### src/rtl/wisard_ram_discriminator.sv
// WiSARD discriminator: one RAM node per frame word, 2-stage hit/new-bit scoring, clear sweep.
// Define WISARD_RAM_INIT_CLEAR_EN to run a full clear sweep automatically when rst is released.
module wisard_ram_discriminator #(
  parameter int ADDRESS_WIDTH = 5,
  parameter int NUM_RAMS      = 8,
  parameter int SCORE_WIDTH   = 4
) (
  input  logic                     clk,
  input  logic                     rst,
  input  logic                     train,
  input  logic                     sop,
  input  logic                     sink_valid,
  input  logic [ADDRESS_WIDTH-1:0] addr,
  input  logic                     clear,
  output logic                     busy,
  output logic [SCORE_WIDTH-1:0]   score,
  output logic                     score_valid,
  output logic                     error
);

  localparam int IDX_W = (NUM_RAMS > 1) ? $clog2(NUM_RAMS) : 1;
  localparam int DEPTH = 1 << ADDRESS_WIDTH;
  localparam logic [IDX_W-1:0] IDX_ZERO = {IDX_W{1'b0}};
  localparam logic [IDX_W-1:0] IDX_ONE  = IDX_W'(1);
  localparam logic [IDX_W-1:0] IDX_LAST = IDX_W'(NUM_RAMS - 1);
  localparam logic [ADDRESS_WIDTH-1:0] SWEEP_ONE  = ADDRESS_WIDTH'(1);
  localparam logic [ADDRESS_WIDTH-1:0] SWEEP_LAST = {ADDRESS_WIDTH{1'b1}};

  typedef enum logic [1:0] {
    ST_IDLE  = 2'd0,
    ST_FRAME = 2'd1,
    ST_CLEAR = 2'd2
  } state_t;

  function automatic logic [SCORE_WIDTH-1:0] ext_bit(input logic b);
    return {{(SCORE_WIDTH-1){1'b0}}, b};
  endfunction

  state_t                   state_r, state_n_s;
  logic [IDX_W-1:0]         ram_idx_r, ram_idx_n_s, word_idx_s;
  logic [ADDRESS_WIDTH-1:0] sweep_r, sweep_n_s;
  logic                     train_r, train_eff_s, clear_req_s;
  logic                     accept_s, first_s, last_s, kill_s, err_s;
  logic [NUM_RAMS-1:0]      mem_r [DEPTH];
  logic                     cell_s;
  logic                     s1_v_r, s1_first_r, s1_last_r, s1_bit_r;
  logic [SCORE_WIDTH-1:0]   acc_r, sum_s;

`ifdef WISARD_RAM_INIT_CLEAR_EN
  logic init_clr_r;

  // One-shot clear request on the first cycle after reset is released.
  always_ff @(posedge clk) begin
    if (rst) init_clr_r <= 1'b1;
    else     init_clr_r <= 1'b0;
  end

  assign clear_req_s = clear | init_clr_r;
`else
  assign clear_req_s = clear;
`endif

  // Frame sequencing, clear sweep and protocol checks; clear outranks any frame activity.
  always_comb begin
    state_n_s   = state_r;
    ram_idx_n_s = ram_idx_r;
    sweep_n_s   = sweep_r;
    word_idx_s  = ram_idx_r;
    accept_s    = 1'b0;
    first_s     = 1'b0;
    last_s      = 1'b0;
    kill_s      = 1'b0;
    err_s       = 1'b0;
    if (clear_req_s) begin
      state_n_s   = ST_CLEAR;
      ram_idx_n_s = IDX_ZERO;
      sweep_n_s   = {ADDRESS_WIDTH{1'b0}};
      kill_s      = 1'b1;
      err_s       = sink_valid && (state_r == ST_CLEAR);
    end else begin
      case (state_r)
        ST_IDLE, ST_FRAME: begin
          if (sink_valid && sop) begin
            // A sop inside a frame drops the partial frame, including its word in stage 1.
            err_s      = (state_r == ST_FRAME);
            kill_s     = (state_r == ST_FRAME);
            accept_s   = 1'b1;
            first_s    = 1'b1;
            word_idx_s = IDX_ZERO;
            if (NUM_RAMS == 1) begin
              last_s      = 1'b1;
              ram_idx_n_s = IDX_ZERO;
              state_n_s   = ST_IDLE;
            end else begin
              ram_idx_n_s = IDX_ONE;
              state_n_s   = ST_FRAME;
            end
          end else if (sink_valid && (state_r == ST_IDLE)) begin
            err_s = 1'b1;
          end else if (sink_valid) begin
            accept_s = 1'b1;
            if (ram_idx_r == IDX_LAST) begin
              last_s      = 1'b1;
              ram_idx_n_s = IDX_ZERO;
              state_n_s   = ST_IDLE;
            end else begin
              ram_idx_n_s = ram_idx_r + IDX_ONE;
            end
          end else begin
            accept_s = 1'b0;
          end
        end
        ST_CLEAR: begin
          err_s     = sink_valid;
          sweep_n_s = sweep_r + SWEEP_ONE;
          if (sweep_r == SWEEP_LAST) state_n_s = ST_IDLE;
          else                       state_n_s = ST_CLEAR;
        end
        default: begin
          state_n_s   = ST_IDLE;
          ram_idx_n_s = IDX_ZERO;
        end
      endcase
    end
  end

  assign train_eff_s = first_s ? train : train_r;
  assign cell_s      = mem_r[addr][word_idx_s];

  // Control state, busy and error registers.
  always_ff @(posedge clk) begin
    if (rst) begin
      state_r   <= ST_IDLE;
      ram_idx_r <= IDX_ZERO;
      sweep_r   <= {ADDRESS_WIDTH{1'b0}};
      train_r   <= 1'b0;
      busy      <= 1'b0;
      error     <= 1'b0;
    end else begin
      state_r   <= state_n_s;
      ram_idx_r <= ram_idx_n_s;
      sweep_r   <= sweep_n_s;
      train_r   <= train_eff_s;
      busy      <= (state_n_s == ST_CLEAR);
      error     <= err_s;
    end
  end

  // RAM cells: one address row across all nodes zeroed per sweep cycle, single-bit training writes.
  always_ff @(posedge clk) begin
    if (!rst) begin
      if (state_r == ST_CLEAR) mem_r[sweep_r] <= {NUM_RAMS{1'b0}};
      else if (accept_s && train_eff_s) mem_r[addr][word_idx_s] <= 1'b1;
    end
  end

  // Stage 1: the counted bit is the hit in recognition, the newly-set flag in training.
  always_ff @(posedge clk) begin
    if (rst) begin
      s1_v_r     <= 1'b0;
      s1_first_r <= 1'b0;
      s1_last_r  <= 1'b0;
      s1_bit_r   <= 1'b0;
    end else begin
      s1_v_r     <= accept_s;
      s1_first_r <= first_s;
      s1_last_r  <= last_s;
      s1_bit_r   <= train_eff_s ? ~cell_s : cell_s;
    end
  end

  always_comb begin
    sum_s = acc_r;
    if (s1_first_r) sum_s = ext_bit(s1_bit_r);
    else            sum_s = acc_r + ext_bit(s1_bit_r);
  end

  // Stage 2: accumulate and publish the frame score on its last word.
  always_ff @(posedge clk) begin
    if (rst) begin
      acc_r       <= {SCORE_WIDTH{1'b0}};
      score       <= {SCORE_WIDTH{1'b0}};
      score_valid <= 1'b0;
    end else begin
      score_valid <= 1'b0;
      if (s1_v_r && !kill_s) begin
        acc_r <= sum_s;
        if (s1_last_r) begin
          score       <= sum_s;
          score_valid <= 1'b1;
        end
      end
    end
  end

endmodule

### config.mk
export PLATFORM = sky130hd
export DESIGN_NAME = wisard_ram_discriminator
export DESIGN_NICKNAME = d
export VERILOG_FILES = /design/src/rtl/wisard_ram_discriminator.sv
export SDC_FILE = /design/constraint.sdc
export NUM_CORES = 1
export LEC_CHECK = 0
export CAP_MARGIN = 20
export CORE_ASPECT_RATIO = 0.6
export CORE_MARGIN = 2
export CORE_UTILIZATION = 60
export DETAILED_ROUTE_END_ITERATION = 8
export PLACE_DENSITY = 0.77
export SLEW_MARGIN = 20
export SYNTH_ARGS = -nofsm -noshare
export SYNTH_HDL_FRONTEND = slang
export SYNTH_SLANG_ARGS = --single-unit
### constraint.sdc
create_clock -name clk -period 8.2 [get_ports clk]
set_input_delay 2.46 -clock clk [delete_from_list [all_inputs] [get_ports clk]]
set_output_delay 2.46 -clock clk [all_outputs]
set_load 0.1 [all_outputs]
[After elaboration in Yosys (flattened, before gate mapping)]
Memories as Yosys holds them, arrays and structs flattened.
Index checks and enable logic that the tools add are counted.
Word-level totals
  memories: 1
  input port bits: 11
  register bits after elaboration: 26
  word-level logic and storage cells: 95
  memory bits (writable): 256
  output and inout bits: 7
Memories
  mem_r: depth 32, bits a word 8, rd ports 1, clocked after memory_dff 0, write ports 1, RTL line 44  | logic [NUM_RAMS-1:0] mem_r [DEPTH];
Cells by class
  bitwise operators: 5
  reductions and logical operators: 15
  equality and inequality tests: 7
  add/subtract/negate cells: 3
  muxes and demuxes: 49
  order comparisons: 2
Operator list (count)
  $mux W1: 26
  $mux W8: 3
  $mux W3: 7
  $mux W2: 6
  $reduce_or A8 Y1: 1
  $logic_and A1 B1 Y1: 6
  $ne A3 B3 Y1 const B: 2
  $pmux W3 S2: 1
  $reduce_or A2 Y1: 3
  $reduce_or A6 Y1: 1
  $add A5 B1 Y5 const B: 1
  $eq A5 B5 Y1 const B: 1
  $mux W5: 1
  $not A1 Y1: 5
  $add A4 B1 Y4: 1
  $eq A2 B2 Y1 const B: 2
  $lt A3 B4 Y1 const B: 1
  $mux W4: 1
  $pmux W2 S2: 1
  $add A3 B1 Y3 const B: 1
  $bmux W1 S3: 1
  $demux W1 S3: 1
  $eq A3 B3 Y1 const B: 1
  $ge A3 B1 Y1 const B: 1
  6 further kinds: 6

[Depth between registers and ports, before layout]
Gate-level depths: netlist of the first run.
  depth after elaboration: 13
  depth in mapped cells: 12
  mapped depth without buffers: 8

[Worst setup path before layout of the first run]
Ideal clock, no wire load.
  kind: input to register
  from: in rst
  to: mem mem_r[12][2] (enable)
  stages on the path: 11
  path buffers: 5
  arrival: 5.049 ns
  library setup time: 0.299 ns
  required time: 7.901 ns
  path slack: 2.852 ns
  cell sequence: buf_2 -> or2_1 -> buf_2 -> nor4_4 -> nor2b_2 -> buf_4 -> buf_6 -> a21oi_1 -> or2_2 -> buf_2 -> nor2_1
On the way
  cells in the longest elaborated chain, start to end: 4
  elaborated cells on any way between the ends: 7
  classes of those cells: mux (6); reduce/logical (1)
RTL lines
  start, declared: RTL line 9  | input logic rst,
  $mux W1: RTL line 151  | if (!rst) begin
  $mux W8 (implied by the code): RTL line 153  | else if (accept_s && train_eff_s) mem_r[addr][word_idx_s] <= 1'b1;
  $reduce_or A8 Y1 (no line)
  $mux W5 (no line) / $mux W8 (equally long branches)
  end, declared: RTL line 44
Several ways; a longest one is shown, not always the timed one.

[Final worst setup path of the first run]
  from: in rst
  to: mem mem_r[14][0] (enable)
The elaborated chain is that of the path after synthesis.

==> report_table.html, run 1 <==
<table>
<tr><th>Metric</th><th>Value</th></tr>
<tr><th colspan="2">Synthesis</th></tr>
<tr><td>Number of storage elements in the synthesis netlist</td><td>around 280</td></tr>
<tr><td>Gate count of the mapped netlist</td><td>950</td></tr>
<tr><td>Sequential share of the synthesized area</td><td>between 60 and 70%</td></tr>
<tr><td>Synth top area share</td><td>between 60% and 70%</td></tr>
<tr><td>EDFF count, synth</td><td>256</td></tr>
<tr><td>Main area contributors after synthesis</td><td>edfxtp_1 60%, mux4_2 10%, nor2_1 8.8%</td></tr>
<tr><td>Top cell type by total area after synthesis</td><td>edfxtp_1</td></tr>
<tr><td>Cell area after technology mapping</td><td>between 10000 and 15000 µm²</td></tr>
<tr><td>Number of warnings issued by yosys</td><td>0</td></tr>
<tr><td>Async set-reset flop share out of synthesis</td><td>0%</td></tr>
<tr><td>Syn Nets</td><td>about 970</td></tr>
<tr><td>Count of different cell masters after synthesis</td><td>approximately 60</td></tr>
<tr><td>Dominant register cell in the synthesized netlist</td><td>edfxtp_1</td></tr>
<tr><td>Average size of a mapped cell</td><td>~13 µm²</td></tr>
<tr><th colspan="2">Worst setup path</th></tr>
<tr><td>Maximum fanout encountered on the critical timing path</td><td>between 40 and 50</td></tr>
<tr><td>Slowest CP cell</td><td>nor2b_4</td></tr>
<tr><td>Cell with the most instances on the worst path</td><td>buf_4</td></tr>
<tr><td>Crit path cell chain</td><td>clkdlybuf4s50_1 &gt; or2_1 &gt; nor4_4 &gt; nor2b_4 &gt; buf_4 &gt; and2_1 &gt; a31oi_2 &gt; buf_4 &gt; nor2_1</td></tr>
<tr><td>RR Startpoint</td><td>state_r[1]</td></tr>
<tr><td>Required time reported for the critical path endpoint</td><td>8.43 ns</td></tr>
<tr><td>Worst R2R Path Depth</td><td>8</td></tr>
<tr><td>Critical path data arrival time</td><td>roughly 6.2 ns</td></tr>
<tr><td>Worst R2R Setup Slack</td><td>4.59 ns</td></tr>
<tr><td>Terminus of the critical flop-to-flop path</td><td>mem_r[14][0]</td></tr>
<tr><td>Kind of capture point of the worst setup path</td><td>flip-flop</td></tr>
<tr><td>Critical Path Source Type</td><td>primary input</td></tr>
<tr><td>Type of the worst setup path</td><td>primary input to flip-flop</td></tr>
<tr><td>Longest individual stage delay on the worst path</td><td>around 0.84 ns</td></tr>
<tr><th colspan="2">Routing</th></tr>
<tr><td>Sum of routed wire length over all layers</td><td>28.8 mm</td></tr>
<tr><td>Via count of the routed design</td><td>between 7000 and 8000</td></tr>
<tr><td>Number of violations reported at the end of detailed-routing iteration 0</td><td>between 1000 and 1500</td></tr>
<tr><td>Wirelength per Cell</td><td>between 20 and 25 µm</td></tr>
<tr><td>Met3 wire length</td><td>approximately 3.5 mm</td></tr>
<tr><td>Detailed-route wire length on metal 1</td><td>12.4 mm</td></tr>
<tr><td>DRC violations left</td><td>0</td></tr>
<tr><td>Amount of wire on met2 after detailed routing</td><td>~12 mm</td></tr>
<tr><td>Drt pass-1 iters</td><td>7</td></tr>
<tr><td>Final ANT Viol Nets</td><td>0</td></tr>
<tr><td>Routed via count divided by cell count</td><td>between 6 and 7</td></tr>
<tr><td>Top layer used by detailed routing</td><td>met4</td></tr>
<tr><th colspan="2">Place</th></tr>
<tr><td>Post-Place Cell Area</td><td>around 13000 µm²</td></tr>
<tr><td>Global placer's final weighted congestion</td><td>about 0.89</td></tr>
<tr><td>Number of I/O port buffers</td><td>17</td></tr>
<tr><td>DPL Wire Length</td><td>17.6 mm</td></tr>
<tr><th colspan="2">Floorplanning</th></tr>
<tr><td>Overall die area</td><td>around 22000 µm²</td></tr>
<tr><td>Die Span Y</td><td>around 120 µm</td></tr>
<tr><td>Core Rows</td><td>between 40 and 50</td></tr>
<tr><td>Die boundary width</td><td>between 150 and 200 µm</td></tr>
<tr><td>Core ar.</td><td>20900 µm²</td></tr>
<tr><td>Starting density of the core</td><td>between 60% and 70%</td></tr>
<tr><td>I/O pins</td><td>18</td></tr>
<tr><th colspan="2">Global routing</th></tr>
<tr><td>Overall Global Routing Usage</td><td>26.8%</td></tr>
<tr><td>Antenna violations before repair</td><td>0</td></tr>
<tr><td>Overflow after GRT</td><td>0</td></tr>
<tr><td>Number of global-route vias before repair</td><td>approximately 7600</td></tr>
<tr><td>Largest net degree at the start of global routing</td><td>150</td></tr>
<tr><td>Global-route wire length before repair</td><td>44.4 mm</td></tr>
<tr><th colspan="2">Clock network</th></tr>
<tr><td>CTS tree</td><td>built</td></tr>
<tr><td>Number of clock sinks</td><td>around 280</td></tr>
<tr><td>CTS hold repair buffers</td><td>0</td></tr>
<tr><td>Clock insertion delay at the later pin of the skew report</td><td>between 0.5 and 0.6 ns</td></tr>
<tr><td>TritonCTS Buffers</td><td>25</td></tr>
<tr><td>Buffer count from post-CTS setup fixing</td><td>0</td></tr>
<tr><td>H-tree depth</td><td>1</td></tr>
<tr><td>Clk slew on worst S/H paths</td><td>roughly 0.06 ns</td></tr>
<tr><td>Clock Tree Buf Depth</td><td>3</td></tr>
<tr><td>Clock root buffer</td><td>clkbuf_16</td></tr>
<tr><td>Post-cts sizing count</td><td>0</td></tr>
<tr><th colspan="2">Worst hold path</th></tr>
<tr><td>Hold path start</td><td>score[2]</td></tr>
<tr><td>Instance count along the most critical hold path</td><td>2</td></tr>
<tr><td>Worst hold path type</td><td>flip-flop to flip-flop</td></tr>
<tr><td>Hold Path End</td><td>score[2]</td></tr>
<tr><th colspan="2">Timing</th></tr>
<tr><td>Final Hold Fails</td><td>0</td></tr>
<tr><td>Achievable clock frequency</td><td>~170 MHz</td></tr>
<tr><td>Worst hold slack</td><td>around 0.5 ns</td></tr>
<tr><td>Final period demand of the worst path</td><td>5.93 ns</td></tr>
<tr><td>Final clock skew</td><td>a little over 0.02 ns</td></tr>
<tr><td>Post-route fraction of the period consumed by the critical path</td><td>between 70% and 80%</td></tr>
<tr><td>Slew at the pin with the worst max-slew slack</td><td>0.977 ns</td></tr>
<tr><td>Max Transition Viols Final</td><td>0</td></tr>
<tr><td>Aggregate negative setup slack</td><td>0 ns</td></tr>
<tr><td>Slew margin rel.</td><td>between 30% and 40%</td></tr>
<tr><td>Total of endpoints with negative setup slack in the final report</td><td>0</td></tr>
<tr><td>Unrepaired setup endpoints after global routing</td><td>no</td></tr>
<tr><th colspan="2">Pwr</th></tr>
<tr><td>Net Switching</td><td>between 0.0006 and 0.0007 W</td></tr>
<tr><td>Worst IR Drop VDD</td><td>0.196 mV</td></tr>
<tr><td>Switching share of power</td><td>a little over a fifth</td></tr>
<tr><td>Portion of total power attributed to combinational logic</td><td>under 10%</td></tr>
<tr><td>Part of the total power dissipated in sequential elements</td><td>between 50% and 60%</td></tr>
<tr><td>Internal Power</td><td>0.00225 W</td></tr>
<tr><td>Power per Cell Area</td><td>207 nW/µm²</td></tr>
<tr><td>Fraction of power consumed by the clock network</td><td>approximately two fifths</td></tr>
<tr><td>Leakage Power</td><td>4.50 nW</td></tr>
<tr><th colspan="2">Outcome</th></tr>
<tr><td>Outcome</td><td>complete, no violations</td></tr>
<tr><th colspan="2">Cells and area</th></tr>
<tr><td>Top library cells by usage in the layout, fill and taps aside</td><td>299 x nor2_1, 256 x edfxtp_1, 59 x mux4_2</td></tr>
<tr><td>Share of layout cells above drive strength 1</td><td>around 15%</td></tr>
<tr><td>Most common cell after layout, fill and taps aside</td><td>nor2_1</td></tr>
<tr><td>Count of inserted antenna diode cells</td><td>0</td></tr>
<tr><td>Post-route cell area</td><td>13800 µm²</td></tr>
<tr><td>Synth-to-layout area growth</td><td>8.39%</td></tr>
<tr><td>Post-layout nets</td><td>~950</td></tr>
<tr><th colspan="2">Flow run</th></tr>
<tr><td>Count of maximum capacitance violations</td><td>0</td></tr>
</table>
-- through the flow --
stage,utilization [%],worst slack [ns],instances,power [W]
floorplan,-,2.85,950,0.00169
global placement,62.3,1.91,1184,0.00173
detailed placement,62.3,1.72,1184,0.00173
CTS,66.1,2.28,1228,0.00288
global route,66.1,1.95,1228,0.00294
finish,66.1,2.27,1228,0.00287
-- registers in the layout, summed over array words and instances (netlist names) --
name,cells
state_r,2
ram_idx_r,3
s1_first_r,1
score,4
acc_r,4
s1_bit_r,1
error,1
s1_last_r,1
sweep_r,5
s1_v_r,1
train_r,1
score_valid,1
busy,1
mem_r,256
-- power by group through the flow --
stage	registers [W]	clock network (W)	logic (W)
after detailed placement	0.00158	0	0.000150
after global routing	0.00155	0.00123	0.000162
after global placement	0.00158	0	0.000148
final	0.00155	0.00116	0.000153
after floorplan	0.00159	0	0.000106
after CTS	0.00155	0.00118	0.000151
-- final cells by class --
class / count / area (µm²)
flip-flops and latches: 282 / 8210
multi-input cells: 583 / 4160
inverters: 7 / 26.3
fillers: 1511 / 7100
well taps: 279 / 349
clock buffers: 26 / 629
clock inverters: 18 / 160
repair buffers: 33 / 298
-- logic make-up (layout without fill, tap and decap cells) --
logic type               after synthesis  count (layout)  share of synthesized area [%]
multiplexers                          88              88                           13.9
AO/OA/AOI/OAI                         63              63                           3.33
XOR/XNOR                               5               5                          0.343
flip-flops                           282             282                           64.3
adder cells (fa/ha/maj)                6               6                          0.588
AND/OR/NAND/NOR                      421             421                           14.1
buffers and inverters                 85              84                           3.44
-- cell usage after synthesis, types with 8 or more instances --
library cell and instances:
edfxtp_1 256, or2_2 12, mux4_1 9, o21ai_0 11, mux4_2 59, buf_2 44, clkbuf_1 22, dfxtp_1 26
nand3_1 16, nor3_1 8, nand2_1 43, a31oi_1 8, nor2_1 299, mux2i_1 16, a21oi_1 15
-- routing by layer --
layer	vias up	GRT usage, %
met4	0	6.87
met1	3922	41.3
met2	465	38.6
met3	62	7.07
li1	3418	-
met5	-	0
-- worst max-delay path: cells and delay by family --
kind            cells  cell delay, ns
simple gates        5            2.06
compound gates      1            0.24
buf+inv             3            1.36
-- how the worst max path moves through the flow --
stage / from / to / slack (ns) / depth (start not counted)
finish: rst / mem_r[14][0] / 2.27 / 9
global placement: rst / mem_r[20][0] / 1.91 / 9
global route: rst / mem_r[14][0] / 1.95 / 9
floorplan: rst / mem_r[12][2] / 2.85 / 11
detailed placement: rst / mem_r[26][1] / 1.72 / 9
CTS: rst / mem_r[14][0] / 2.28 / 9
No activity file was read; power rests on OpenSTA's default activity.
==> run 2: changes to the inputs <==
==> constraint.sdc (replaced) <==
create_clock -name clk -period 6.12 [get_ports clk]
set_input_delay 1.836 -clock clk [delete_from_list [all_inputs] [get_ports clk]]
set_output_delay 1.836 -clock clk [all_outputs]
set_load 0.1 [all_outputs]
==> report_table.html, run 2 (synthesis gave the netlist of run 1 again) <==
<table>
<tr><th>Metric</th><th>Value</th></tr>
<tr><th colspan="2">Worst hold path</th></tr>
<tr><td>Worst hold path type</td><td>flip-flop to flip-flop</td></tr>
<tr><td>Hold path start</td><td>score[2]</td></tr>
<tr><th colspan="2">Timing</th></tr>
<tr><td>Slew at the pin with the worst max-slew slack</td><td>1.08 ns</td></tr>
<tr><td>Final Hold Fails</td><td>0</td></tr>
<tr><td>Aggregate negative setup slack</td><td>0 ns</td></tr>
<tr><td>Slew margin rel.</td><td>27.8%</td></tr>
<tr><td>Final period demand of the worst path</td><td>between 4 and 5 ns</td></tr>
<tr><td>Unrepaired setup endpoints after global routing</td><td>no</td></tr>
<tr><td>Total of endpoints with negative setup slack in the final report</td><td>0</td></tr>
<tr><td>Max Transition Viols Final</td><td>0</td></tr>
<tr><td>Post-route fraction of the period consumed by the critical path</td><td>about four fifths</td></tr>
<tr><td>Worst hold slack</td><td>roughly 0.49 ns</td></tr>
<tr><td>Final clock skew</td><td>0.0135 ns</td></tr>
<tr><td>Achievable clock frequency</td><td>around 200 MHz</td></tr>
<tr><th colspan="2">Place</th></tr>
<tr><td>DPL Wire Length</td><td>approximately 18 mm</td></tr>
<tr><td>Global placer's final weighted congestion</td><td>approximately 0.9</td></tr>
<tr><td>Number of I/O port buffers</td><td>17</td></tr>
<tr><td>Post-Place Cell Area</td><td>13100 µm²</td></tr>
<tr><th colspan="2">Routing</th></tr>
<tr><td>Routed via count divided by cell count</td><td>about 6.3</td></tr>
<tr><td>DRC violations left</td><td>0</td></tr>
<tr><td>Final ANT Viol Nets</td><td>0</td></tr>
<tr><td>Sum of routed wire length over all layers</td><td>approximately 29 mm</td></tr>
<tr><td>Via count of the routed design</td><td>slightly below 8000</td></tr>
<tr><td>Number of violations reported at the end of detailed-routing iteration 0</td><td>roughly 1200</td></tr>
<tr><td>Wirelength per Cell</td><td>~23 µm</td></tr>
<tr><td>Drt pass-1 iters</td><td>6</td></tr>
<tr><th colspan="2">Floorplanning</th></tr>
<tr><td>Die Span Y</td><td>between 100 and 150 µm</td></tr>
<tr><td>Die boundary width</td><td>192 µm</td></tr>
<tr><td>Starting density of the core</td><td>approximately 61%</td></tr>
<tr><td>I/O pins</td><td>18</td></tr>
<tr><td>Core Rows</td><td>41</td></tr>
<tr><td>Core ar.</td><td>around 21000 µm²</td></tr>
<tr><td>Overall die area</td><td>roughly 22000 µm²</td></tr>
<tr><th colspan="2">Clock network</th></tr>
<tr><td>H-tree depth</td><td>1</td></tr>
<tr><td>CTS tree</td><td>built</td></tr>
<tr><td>Clk slew on worst S/H paths</td><td>approximately 0.06 ns</td></tr>
<tr><td>CTS hold repair buffers</td><td>0</td></tr>
<tr><td>Clock root buffer</td><td>clkbuf_16</td></tr>
<tr><td>Clock Tree Buf Depth</td><td>3</td></tr>
<tr><td>Post-cts sizing count</td><td>0</td></tr>
<tr><td>Buffer count from post-CTS setup fixing</td><td>0</td></tr>
<tr><td>Clock insertion delay at the later pin of the skew report</td><td>~0.54 ns</td></tr>
<tr><td>TritonCTS Buffers</td><td>26</td></tr>
<tr><td>Number of clock sinks</td><td>roughly 280</td></tr>
<tr><th colspan="2">Outcome</th></tr>
<tr><td>Outcome</td><td>complete, no violations</td></tr>
<tr><th colspan="2">Worst setup path</th></tr>
<tr><td>Critical path data arrival time</td><td>5.24 ns</td></tr>
<tr><td>Longest individual stage delay on the worst path</td><td>between 0.7 and 0.8 ns</td></tr>
<tr><td>Type of the worst setup path</td><td>primary input to flip-flop</td></tr>
<tr><td>Terminus of the critical flop-to-flop path</td><td>mem_r[10][0]</td></tr>
<tr><td>Launch point of the worst path</td><td>sop</td></tr>
<tr><td>Slowest CP cell</td><td>buf_4</td></tr>
<tr><td>RR Startpoint</td><td>state_r[1]</td></tr>
<tr><td>Worst R2R Path Depth</td><td>7</td></tr>
<tr><td>Worst R2R Setup Slack</td><td>between 2 and 3 ns</td></tr>
<tr><td>Critical Path Source Type</td><td>primary input</td></tr>
<tr><td>Maximum fanout encountered on the critical timing path</td><td>88</td></tr>
<tr><td>Kind of capture point of the worst setup path</td><td>flip-flop</td></tr>
<tr><td>Endpoint of the worst setup timing path</td><td>mem_r[10][0]</td></tr>
<tr><td>Required time reported for the critical path endpoint</td><td>around 6.4 ns</td></tr>
<tr><td>Crit path cell chain</td><td>clkdlybuf4s50_1 &gt; nand4bb_1 &gt; mux2i_1 &gt; nor2b_4 &gt; buf_4 &gt; a31oi_1 &gt; or2_2 &gt; nor2_1</td></tr>
<tr><th colspan="2">Cells and area</th></tr>
<tr><td>Register ranked first by flip-flop count</td><td>mem_r</td></tr>
<tr><td>Fraction of the core area covered by cells at the end of the flow</td><td>roughly 67%</td></tr>
<tr><td>Flip-flop count of the largest register, all copies and words added</td><td>256</td></tr>
<tr><td>Share of layout cells above drive strength 1</td><td>15.8%</td></tr>
<tr><td>Post-route cell area</td><td>roughly 14000 µm²</td></tr>
<tr><td>Top library cells by usage in the layout, fill and taps aside</td><td>299 x nor2_1, 256 x edfxtp_1, 59 x mux4_2</td></tr>
<tr><td>Most common cell after layout, fill and taps aside</td><td>nor2_1</td></tr>
<tr><td>Count of inserted antenna diode cells</td><td>0</td></tr>
<tr><td>Largest registers</td><td>mem_r (256), sweep_r (5)</td></tr>
<tr><td>Post-layout nets</td><td>roughly 960</td></tr>
<tr><td>Synth-to-layout area growth</td><td>9.32%</td></tr>
<tr><th colspan="2">Pwr</th></tr>
<tr><td>Leakage Power</td><td>~4.6 nW</td></tr>
<tr><td>Power per Cell Area</td><td>about 280 nW/µm²</td></tr>
<tr><td>Worst IR Drop VDD</td><td>roughly 0.26 mV</td></tr>
<tr><th colspan="2">Global routing</th></tr>
<tr><td>Overall Global Routing Usage</td><td>a little over a quarter</td></tr>
<tr><td>Global-route wire length before repair</td><td>between 40 and 50 mm</td></tr>
<tr><td>Largest net degree at the start of global routing</td><td>120</td></tr>
<tr><td>Overflow after GRT</td><td>0</td></tr>
<tr><td>Antenna violations before repair</td><td>0</td></tr>
<tr><td>Number of global-route vias before repair</td><td>7494</td></tr>
<tr><th colspan="2">Flow run</th></tr>
<tr><td>Count of maximum capacitance violations</td><td>0</td></tr>
</table>
## run 2: worst max-delay path, delay by kind of cell
kind            cells  cell delay (ns)
compound gates      1             0.25
buf+inv             2             1.37
mux                 1             0.27
simple gates        4             1.48
## run 2: how the worst min path moves through the flow
stage | end | slack (ns) | depth (start not counted)
after detailed placement | score[2] | 0.47 | 2
after floorplan | acc_r[0] | 0.47 | 2
after CTS | score[2] | 0.49 | 2
after global placement | score[2] | 0.47 | 2
final | score[2] | 0.49 | 2
after global routing | score[2] | 0.53 | 2
## run 2: power by group
group          total (W)  switching (W)  leakage [nW]  internal (W)
registers        0.00208     0.00000554          2.66       0.00208
clock network    0.00162       0.000695         0.415      0.000927
logic           0.000209       0.000131          1.50     0.0000779
total            0.00391       0.000832          4.57       0.00308
## run 2: metal layers
metal | track usage [%] | wire length [µm] | vias up
met5 | 0 | 0 | -
met4 | 4.73 | 414 | 0
met3 | 6.83 | 3110 | 48
met2 | 39.2 | 12600 | 404
met1 | 41.3 | 12400 | 3927
li1 | - | - | 3446
## run 2: layout make-up
type	instances	area [µm²]
clock buffers	30	687
clock inverters	17	154
fillers	1490	6980
inverters	7	26.3
multi-input cells	583	4160
flip-flops and latches	282	8210
well taps	279	349
repair buffers	42	365
## run 2: stage by stage
| stage | cells | power, W | setup slack [ns] |
|---|---|---|---|
| after floorplan | 950 | 0.00227 | 1.40 |
| after global placement | 1193 | 0.00233 | 0.755 |
| after detailed placement | 1193 | 0.00233 | 0.648 |
| after CTS | 1240 | 0.00392 | 1.19 |
| after global routing | 1240 | 0.00402 | 0.864 |
| final | 1240 | 0.00391 | 1.12 |
==> run 3: changes to the inputs <==
--- a/config.mk
+++ b/config.mk
@@ -8,9 +8,9 @@
 export CAP_MARGIN = 20
 export CORE_ASPECT_RATIO = 0.6
 export CORE_MARGIN = 2
-export CORE_UTILIZATION = 60
+export CORE_UTILIZATION = 57
 export DETAILED_ROUTE_END_ITERATION = 8
-export PLACE_DENSITY = 0.77
+export PLACE_DENSITY = 0.76
 export SLEW_MARGIN = 20
 export SYNTH_ARGS = -nofsm -noshare
 export SYNTH_HDL_FRONTEND = slang
==> constraint.sdc (replaced) <==
create_clock -name clk -period 4.5 [get_ports clk]
set_input_delay 1.35 -clock clk [delete_from_list [all_inputs] [get_ports clk]]
set_output_delay 1.35 -clock clk [all_outputs]
set_load 0.1 [all_outputs]
==> report_table.html, run 3 (synthesis gave the netlist of run 1 again) <==
<table>
<tr><th>Metric</th><th>Value</th></tr>
<tr><th colspan="2">Worst setup path</th></tr>
<tr><td>Cell with the most instances on the worst path</td><td>buf_4</td></tr>
<tr><td>Crit path cell chain</td><td>clkdlybuf4s50_1 &gt; nand4bb_1 &gt; buf_4 &gt; nand2_1 &gt; buf_4 &gt; mux2i_1 &gt; a2111oi_0 &gt; o21bai_1 &gt; a41oi_2 &gt; mux2_4</td></tr>
<tr><td>Longest individual stage delay on the worst path</td><td>0.67 ns</td></tr>
<tr><td>Type of the worst setup path</td><td>primary input to flip-flop</td></tr>
<tr><td>Slowest CP cell</td><td>a2111oi_0</td></tr>
<tr><td>Required time reported for the critical path endpoint</td><td>between 4 and 5 ns</td></tr>
<tr><td>Kind of capture point of the worst setup path</td><td>flip-flop</td></tr>
<tr><td>Critical Path Source Type</td><td>primary input</td></tr>
<tr><td>Maximum fanout encountered on the critical timing path</td><td>8</td></tr>
<tr><td>Critical path data arrival time</td><td>roughly 4.5 ns</td></tr>
<tr><th colspan="2">Routing</th></tr>
<tr><td>Sum of routed wire length over all layers</td><td>approximately 29 mm</td></tr>
<tr><td>DRC violations left</td><td>0</td></tr>
<tr><td>Via count of the routed design</td><td>approximately 7900</td></tr>
<tr><td>Number of violations reported at the end of detailed-routing iteration 0</td><td>909</td></tr>
<tr><td>Wirelength per Cell</td><td>between 20 and 25 µm</td></tr>
<tr><td>Final ANT Viol Nets</td><td>0</td></tr>
<tr><td>Drt pass-1 iters</td><td>6</td></tr>
<tr><td>Routed via count divided by cell count</td><td>slightly above 6</td></tr>
<tr><th colspan="2">Cells and area</th></tr>
<tr><td>Fraction of the core area covered by cells at the end of the flow</td><td>between 60% and 70%</td></tr>
<tr><td>Top library cells by usage in the layout, fill and taps aside</td><td>299 x nor2_1, 256 x edfxtp_1, 59 x mux4_2</td></tr>
<tr><td>Register ranked first by flip-flop count</td><td>mem_r</td></tr>
<tr><td>Synth-to-layout area growth</td><td>10.4%</td></tr>
<tr><td>Post-layout nets</td><td>between 900 and 1000</td></tr>
<tr><td>Count of inserted antenna diode cells</td><td>0</td></tr>
<tr><td>Most common cell after layout, fill and taps aside</td><td>nor2_1</td></tr>
<tr><td>Flip-flop count of the largest register, all copies and words added</td><td>between 200 and 300</td></tr>
<tr><td>Share of layout cells above drive strength 1</td><td>17.3%</td></tr>
<tr><td>Largest registers</td><td>mem_r (256), sweep_r (5)</td></tr>
<tr><th colspan="2">Clock network</th></tr>
<tr><td>TritonCTS Buffers</td><td>25</td></tr>
<tr><td>Clock insertion delay at the later pin of the skew report</td><td>~0.54 ns</td></tr>
<tr><td>Buffer count from post-CTS setup fixing</td><td>0</td></tr>
<tr><td>CTS hold repair buffers</td><td>0</td></tr>
<tr><td>Clock Tree Buf Depth</td><td>3</td></tr>
<tr><td>H-tree depth</td><td>1</td></tr>
<tr><td>CTS tree</td><td>built</td></tr>
<tr><td>Clk slew on worst S/H paths</td><td>0.06 ns</td></tr>
<tr><td>Post-cts sizing count</td><td>0</td></tr>
<tr><td>Number of clock sinks</td><td>roughly 280</td></tr>
<tr><td>Clock root buffer</td><td>clkbuf_16</td></tr>
<tr><th colspan="2">Floorplanning</th></tr>
<tr><td>Die boundary width</td><td>197 µm</td></tr>
<tr><td>Starting density of the core</td><td>58.0%</td></tr>
<tr><td>Core ar.</td><td>22000 µm²</td></tr>
<tr><td>I/O pins</td><td>18</td></tr>
<tr><td>Core Rows</td><td>between 40 and 50</td></tr>
<tr><td>Die Span Y</td><td>120 µm</td></tr>
<tr><td>Overall die area</td><td>about 24000 µm²</td></tr>
<tr><th colspan="2">Pwr</th></tr>
<tr><td>Portion of total power attributed to combinational logic</td><td>under 10%</td></tr>
<tr><td>Switching share of power</td><td>between 20 and 25%</td></tr>
<tr><td>Leakage Power</td><td>4.64 nW</td></tr>
<tr><td>Fraction of power consumed by the clock network</td><td>between 30% and 40%</td></tr>
<tr><td>Internal Power</td><td>between 0.004 and 0.005 W</td></tr>
<tr><td>Part of the total power dissipated in sequential elements</td><td>around 55%</td></tr>
<tr><td>Worst IR Drop VDD</td><td>between 0.3 and 0.4 mV</td></tr>
<tr><td>Net Switching</td><td>about 0.0011 W</td></tr>
<tr><td>Power per Cell Area</td><td>between 300 and 400 nW/µm²</td></tr>
<tr><th colspan="2">Place</th></tr>
<tr><td>Number of I/O port buffers</td><td>17</td></tr>
<tr><td>DPL Wire Length</td><td>~18 mm</td></tr>
<tr><td>Global placer's final weighted congestion</td><td>0.955</td></tr>
<tr><th colspan="2">Timing</th></tr>
<tr><td>Final clock skew</td><td>0.0173 ns</td></tr>
<tr><td>Final period demand of the worst path</td><td>approximately 4 ns</td></tr>
<tr><td>Unrepaired setup endpoints after global routing</td><td>no</td></tr>
<tr><td>Worst hold slack</td><td>~0.49 ns</td></tr>
<tr><td>Slew margin rel.</td><td>approximately 36%</td></tr>
<tr><td>Total of endpoints with negative setup slack in the final report</td><td>0</td></tr>
<tr><td>Achievable clock frequency</td><td>between 200 and 250 MHz</td></tr>
<tr><td>Slew at the pin with the worst max-slew slack</td><td>between 0.9 and 1 ns</td></tr>
<tr><td>Post-route fraction of the period consumed by the critical path</td><td>roughly nine tenths</td></tr>
<tr><td>Max Transition Viols Final</td><td>0</td></tr>
<tr><td>Final Hold Fails</td><td>0</td></tr>
<tr><th colspan="2">Global routing</th></tr>
<tr><td>Antenna violations before repair</td><td>0</td></tr>
<tr><td>Largest net degree at the start of global routing</td><td>between 70 and 80</td></tr>
<tr><td>Overflow after GRT</td><td>0</td></tr>
<tr><td>Number of global-route vias before repair</td><td>7748</td></tr>
<tr><td>Global-route wire length before repair</td><td>between 40 and 50 mm</td></tr>
<tr><td>Overall Global Routing Usage</td><td>about a quarter</td></tr>
<tr><th colspan="2">Outcome</th></tr>
<tr><td>Outcome</td><td>complete, no violations</td></tr>
<tr><th colspan="2">Worst hold path</th></tr>
<tr><td>Worst hold path type</td><td>flip-flop to flip-flop</td></tr>
<tr><th colspan="2">Flow run</th></tr>
<tr><td>Count of maximum capacitance violations</td><td>0</td></tr>
</table>
[run 3: power groups by stage]
stage	combinational, W	clock [W]	sequential (W)
6_report	0.000299	0.00206	0.00283
5_1_grt	0.000317	0.00219	0.00283
4_1_cts	0.000296	0.00209	0.00283
3_5_place_dp	0.000294	0	0.00289
3_3_place_gp	0.000293	0	0.00289
2_1_floorplan	0.000194	0	0.00289
[run 3: routing by layer]
layer	wire length, µm	GRT usage, %	part of all wire [%]	vias up
met5	0	0	0	-
met4	571	5.73	2.0	0
met3	3030	6.69	10	40
met2	12600	37.0	43	373
met1	12800	39.8	44	3994
li1	-	-	-	3479
[run 3: final cells by class]
type	instances	area (µm²)
fill	1634	7930
sequential	282	8210
timing repair buffer	61	558
tap	286	358
multi-input combinational	583	4170
clock inverter	17	131
clock buffer	29	641
inverter	7	26.3
[run 3: worst paths after layout]
| path | from | end | slack [ns] | depth (start not counted) |
|---|---|---|---|---|
| min | score[2] | score[2] | 0.49 | 2 |
| max | clear | s1_bit_r | 0.46 | 10 |
| min reg2reg | score[2] | score[2] | 0.49 | 2 |
| max reg2reg | state_r[1] | mem_r[25][5] | 1.33 | 7 |
[run 3: through the flow]
stage,worst slack [ns],instance area (µm²),power (W),instances,TNS (ns)
final,0.460,14100,0.00519,1265,0
after global routing,0.246,14100,0.00534,1265,0
after CTS,0.507,14100,0.00522,1265,0
after detailed placement,-0.0259,13300,0.00318,1219,-0.151
after global placement,0.0819,13300,0.00318,1219,0
after floorplan,0.262,12800,0.00308,950,0
[run 3: critical path: cells and delay by family]
kind	cells	cell delay (ns)
and+or+nand+nor	2	0.71
AOI/OAI and AO/OA	3	1.06
buffers and inverters	3	0.94
muxes	2	0.40
